--- src/rtl/aes_round_sequencer.sv ---
// AES-128 round sequencer: state code Q and round counter for the datapath decoder.
// Optional AES_SEQ_STALL_EN adds a stall input that freezes Q/round in S1..S7.
module aes_round_sequencer #(
  parameter int NUM_ROUNDS = 10
) (
  input  logic       clk,
  input  logic       rst,
  input  logic       start,
  input  logic       mode,
  input  logic       out_ack,
  input  logic       abort,
`ifdef AES_SEQ_STALL_EN
  input  logic       stall,
`endif
  output logic [3:0] Q,
  output logic [3:0] round,
  output logic       busy,
  output logic       done,
  output logic       mode_q
);

  localparam logic [3:0] S0 = 4'd0;
  localparam logic [3:0] S1 = 4'd1;
  localparam logic [3:0] S2 = 4'd2;
  localparam logic [3:0] S3 = 4'd3;
  localparam logic [3:0] S4 = 4'd4;
  localparam logic [3:0] S5 = 4'd5;
  localparam logic [3:0] S6 = 4'd6;
  localparam logic [3:0] S7 = 4'd7;
  localparam logic [3:0] S8 = 4'd8;
  localparam logic [3:0] S9 = 4'd9;

  localparam logic [3:0] RLAST = 4'(NUM_ROUNDS - 1);
  localparam logic [3:0] RMAX  = 4'(NUM_ROUNDS);

  logic [3:0] q, q_n;
  logic [3:0] rnd, rnd_n;
  logic       done_q, done_n;
  logic       mq, mq_n;
  logic       in_hold, nx_hold;

  always_ff @(posedge clk) begin
    if (rst) begin
      q      <= S0;
      rnd    <= 4'd0;
      done_q <= 1'b0;
      mq     <= 1'b0;
    end else begin
      q      <= q_n;
      rnd    <= rnd_n;
      done_q <= done_n;
      mq     <= mq_n;
    end
  end

  always_comb begin
    q_n   = q;
    rnd_n = rnd;
    mq_n  = mq;
    case (q)
      S0: begin
        rnd_n = 4'd0;
        if (start) begin
          mq_n = mode;
          q_n  = mode ? S4 : S1;
        end
      end
      S1: begin
        q_n   = S2;
        rnd_n = 4'd1;
      end
      S2: begin
        if (rnd >= RLAST) begin
          q_n   = S3;
          rnd_n = RMAX;
        end else begin
          rnd_n = rnd + 4'd1;
        end
      end
      S3: q_n = S8;
      S4: begin
        q_n   = S5;
        rnd_n = 4'd1;
      end
      S5: begin
        q_n   = S6;
        rnd_n = 4'd2;
      end
      S6: begin
        if (rnd >= RLAST) begin
          q_n   = S7;
          rnd_n = RMAX;
        end else begin
          rnd_n = rnd + 4'd1;
        end
      end
      S7: q_n = S9;
      S8, S9: begin
        if (out_ack) begin
          rnd_n = 4'd0;
          q_n   = S0;
          // back-to-back: skip the idle cycle
          if (start) begin
            mq_n = mode;
            q_n  = mode ? S4 : S1;
          end
        end
      end
      default: begin
        q_n   = S0;
        rnd_n = 4'd0;
      end
    endcase
`ifdef AES_SEQ_STALL_EN
    if (stall && busy) begin
      q_n   = q;
      rnd_n = rnd;
    end
`endif
    if (abort) begin
      q_n   = S0;
      rnd_n = 4'd0;
      mq_n  = mq;
    end
  end

  assign in_hold = (q == S8) || (q == S9);
  assign nx_hold = (q_n == S8) || (q_n == S9);
  assign done_n  = nx_hold && !in_hold;

  always_comb begin
    Q      = q;
    round  = rnd;
    done   = done_q;
    mode_q = mq;
    busy   = (q >= S1) && (q <= S7);
  end

endmodule

--- config.mk ---
export PLATFORM = sky130hd
export DESIGN_NAME = aes_round_sequencer
export DESIGN_NICKNAME = d
export VERILOG_FILES = /design/src/rtl/aes_round_sequencer.sv
export SDC_FILE = /design/constraint.sdc
export NUM_CORES = 1
export LEC_CHECK = 0
export CORE_AREA = 2 2 39 41
export CTS_CLUSTER_DIAMETER = 100
export DETAILED_ROUTE_END_ITERATION = 8
export DIE_AREA = 0 0 41 43
export DONT_BUFFER_PORTS = 1
export GPL_TIMING_DRIVEN = 0
export PLACE_DENSITY = 0.58
export SLEW_MARGIN = 25
export SYNTH_ARGS = -nofsm -noshare
export SYNTH_HDL_FRONTEND = slang
export SYNTH_SLANG_ARGS = --single-unit
--- constraint.sdc ---
create_clock -name clk -period 4.65 [get_ports clk]
set_clock_uncertainty 0.2 [all_clocks]
set_input_delay 0.93 -clock clk [delete_from_list [all_inputs] [get_ports clk]]
set_output_delay 0.93 -clock clk [all_outputs]
set_load 0.02 [all_outputs]
* Word level (Yosys, flattened, before mapping)
Index checks and enable logic that the tools add are counted.
** Storage, ports and cells
- Register bits :: 10
- Output and inout bits :: 11
- Logic and storage cells :: 50
** Operators by class
- $add $sub $neg :: 1
- Order comparisons :: 3
- Equal/unequal tests :: 12
- Muxes and demuxes :: 14
- Bitwise operators :: 2
- Reduce and logical (&&, ||, !) cells :: 14
** Operators with widths (count)
- $pmux 4 s9 :: 1
- $mux 4 :: 7
- $pmux 4 s5 :: 1
- $eq 4x3->1 const B :: 4
- $eq 4x4->1 const B :: 4
- $reduce_or 2->1 :: 5
- $eq 4x2->1 const B :: 2
- $mux 3 :: 2
- $add 4x1->4 const B :: 1
- $eq 4x1->1 const B :: 1
- $ge 4x1->1 const B :: 1
- $ge 4x4->1 const B :: 1
- $le 4x3->1 const B :: 1
- $logic_not 4->1 :: 1
- $reduce_and 3->1 :: 1
- $logic_and 1x1->1 :: 2
- $logic_or 1x1->1 :: 2
- $mux 1 :: 2
- $ne 2x2->1 const B :: 1
- $not 1->1 :: 2
- $pmux 1 s2 :: 1
- $reduce_and 2->1 :: 1
- $reduce_bool 2->1 :: 1
- $logic_not 1->1 :: 1

* Depth between registers and ports, before layout
- Word-level depth :: 8
- Mapped depth :: 5
- Gate-level depth less buffers :: 5

* Worst setup path after synthesis
No wires, ideal clock.
- Path type :: flip-flop to output port
- Start point :: reg q[1] (netlist: Q[1])
- End point :: out busy
- Data arrival time :: 1.175 ns
- Required time :: 3.520 ns
- Slack :: 2.345 ns
- Stages on the path, launching flop included :: 4
- Cells stage by stage :: dfxtp_1 buf_2 nor2_1 a21oi_1
** On the way
- Cells in the longest elaborated chain, start to end :: 2
- Elaborated cells on any way between the ends :: 3
- Classes of those cells :: order compare: 2; reduce/logical: 1
** RTL lines
- start, declared :: line 36 : logic [3:0] q, q_n;
- start signal, assigned :: line 49 : q <= q_n;
- $ge 4x1->1 / $le 4x3->1 (equally long branches) :: line 136 : busy = (q >= S1) && (q <= S7);
- $logic_and 1x1->1 (*) :: line 136
- end, declared :: line 17 : output logic busy,
Mark *: on every way between the ends. The rest lies on a longest branch, timed or not.

* Worst setup path after layout
Same ends and word-level chain as after synthesis.

==> impl_metrics.py <==
metrics = {
    "grt": {
        "grt_pass1_vias": 525,
        "grt_usage_pct": 17.4,
        "grt_pass1_wl_microns": 2080,
        "overflow": 0,
        "antenna_found_initial": 0,
        "grt_max_degree": 11,
    },
    "yosys": {
        "netlist_area_sq_um": 633,
        "synthesis.instances": 72,
        "yosysSeqAreaShare_pct": 31.6,
        "ys_types": 36,
        "syn_nets": 81,
        "ys_warn_count": 0,
        "synth.avg_cell_area_sq_um": 8.79,
        "synth_seq_cells": 10,
    },
    "pwr": {
        "vdd_ir_drop_max_mv": 0.131,
        "cellLeakagePower_nw": 0.260,
        "power_density_mw_per_mm2": 261,
        "finalPower_uw": 176,
    },
    "routing": {
        "dr_total_vias": 538,
        "wl_per_cell_microns": 14.2,
        "vias_per_cell": 5.91,
        "drc_errors": 0,
        "drt-pass1-iter-count": 4,
        "drt.antenna.violating_nets": 0,
        "wl_microns": 1290,
        "first_iter_violations": 11,
    },
    "die": {
        "die_area_sq_mm": 0.00176,
        "start_util_pct": 45.8,
        "io_pins": 17,
        "rows": 14,
        "die_height_microns": 43,
        "core_sq_mm": 0.00138,
        "die_w_microns": 41,
    },
    "place": {
        "place_area_sq_um": 653,
        "dp_cells": 88,
        "hpwl_microns": 984,
        "place_ws_ns": 2.20,
        "gp_congestion": 0.752,
        "port_buffers": 0,
    },
    "cts": {
        "clk_pin_slew_ns": 0.06,
        "cts_buffer_depth": 2,
        "cts_buffers": 3,
        "cts_tree": "built",
        "cts_root_buf": "clkbuf_4",
        "cts.sinks": 10,
        "cts_hold_buf": 0,
        "clock_latency_ns": 0.26,
        "post_cts_buffers": 0,
        "ctsResizeCount": 0,
        "htreeDepth": 1,
    },
    "layout": {
        "drive_gt1_share_pct": 16.0,
        "seqCellArea_sq_um": 200,
        "multiInputGateArea_sq_um": 393,
        "area_growth_pct": 6.72,
        "layout.cells.non_filler": 91,
        "nets": 86,
        "n_fill_cell": 134,
        "antenna_cells": 0,
        "stdcell_area_sq_um": 676,
        "final_util_pct": 48.8,
    },
    "flow_run": {
        "cap_viol_max_count": 0,
    },
    "sta": {
        "hold_violations": 0,
        "finalSetupViolCount": 0,
        "grt_setup_unrepaired": "no",
        "finalWorstSetupSlack_ns": 1.93,
        "clock.fmax_mhz": 368,
        "whs_ns": 0.376,
        "fin_crit_ns": 2.72,
        "finalMaxSlewViolations": 0,
        "tns_ns": 0,
        "slew_headroom_pct": 69.6,
        "tightest_slew_ns": 0.458,
        "fin_crit_sh_pct": 58.4,
    },
    "setup_path": {
        "cp-start-kind": "flip-flop",
        "critPathMaxFanout": 10,
        "crit_required_ns": 3.52,
        "worst_setup_path_end_kind": "output port",
        "crit_type": "flip-flop to output port",
        "cp.arrival_ns": 1.59,
    },
    "status": {
        "status": "finished, final reports clean",
    },
    "hold_path": {
        "hold_class": "flip-flop to flip-flop",
    },
}
==> layout by cell type, fill, tap and decap left out, types with 2 or more instances in the layout <==
| master | n |
|---|---|
| dfxtp_1 | 10 |
| nor2_1 | 6 |
| nand2b_1 | 6 |
| inv_1 | 5 |
| a21oi_1 | 4 |
| nand2_1 | 4 |
| ha_1 | 3 |
| clkbuf_4 | 3 |
| buf_2 | 2 |
| nor4b_1 | 2 |
| o32ai_1 | 2 |
| o2111ai_1 | 2 |
| mux2i_1 | 2 |
==> layout make-up <==
type,instances,area share (%)
Buffer,3,3.15
Clock buffer,3,3.33
Inverter,5,2.78
Sequential cell,10,29.6
Multi-Input combinational cell,54,58.1
Tap cell,16,2.96
==> worst max-delay path, cell delays in order (launching register included) <==
cell     delay [ns]
dfxtp_1        0.49
buf_2          0.27
nor2_1         0.12
a21oi_1        0.43
==> layer usage <==
metal	routed length, microns	track usage, %
met1	589	22.9
met2	568	24.1
met3	100	5.24
met4	36	10.0
met5	0	0
==> logic make-up after synthesis <==
logic type,share of synthesized area (%)
flops,31.6
buf+inv,6.32
xor+xnor,2.77
mux,3.16
fa+ha+maj,5.93
simple gates,26.9
compound gates,23.3
==> sequential cells by signal (all words and copies together) (netlist names) <==
| signal | flops |
|---|---|
| Q | 4 |
| round | 4 |
| done | 1 |
| mode_q | 1 |
==> synth_stat cells (all sizes together) <==
library cell	instances	area share, %
a211o	1	1.4
a211oi	1	1.2
a21oi	4	3.2
a221oi	2	3.8
a22oi	1	1.2
a32o	1	1.6
a32oi	1	1.4
and2	1	0.99
and2b	1	1.2
and3	1	0.99
buf	3	3.4
dfxtp	10	32
ha	3	5.9
inv	5	3.0
mux2i	2	3.2
nand2	4	2.4
nand2b	6	5.9
nand3	1	0.79
nor2	6	3.6
nor2b	1	0.99
nor3b	1	1.2
nor4b	2	2.8
o2111ai	2	2.8
o21ai	1	0.79
o21ba	1	1.6
o221a	1	1.8
o32ai	2	2.8
or2	2	2.0
or3	1	0.99
or3b	2	3.2
xnor2	1	1.4
xor2	1	1.4
==> final timing paths <==
path                            startpoint  endpoint  slack (ns)  depth (start not counted)
worst max register to register    round[1]  round[0]        2.61                          5
worst max-delay path                  Q[1]      busy        1.93                          3
worst min-delay path                mode_q    mode_q        0.38                          2
worst min register to register      mode_q    mode_q        0.38                          2
==> where the power goes <==
part           internal [mW]  switching, mW
Combinational         0.0112         0.0132
Clock                 0.0299         0.0290
Sequential            0.0879        0.00530
No activity file was read; power rests on OpenSTA's default activity.
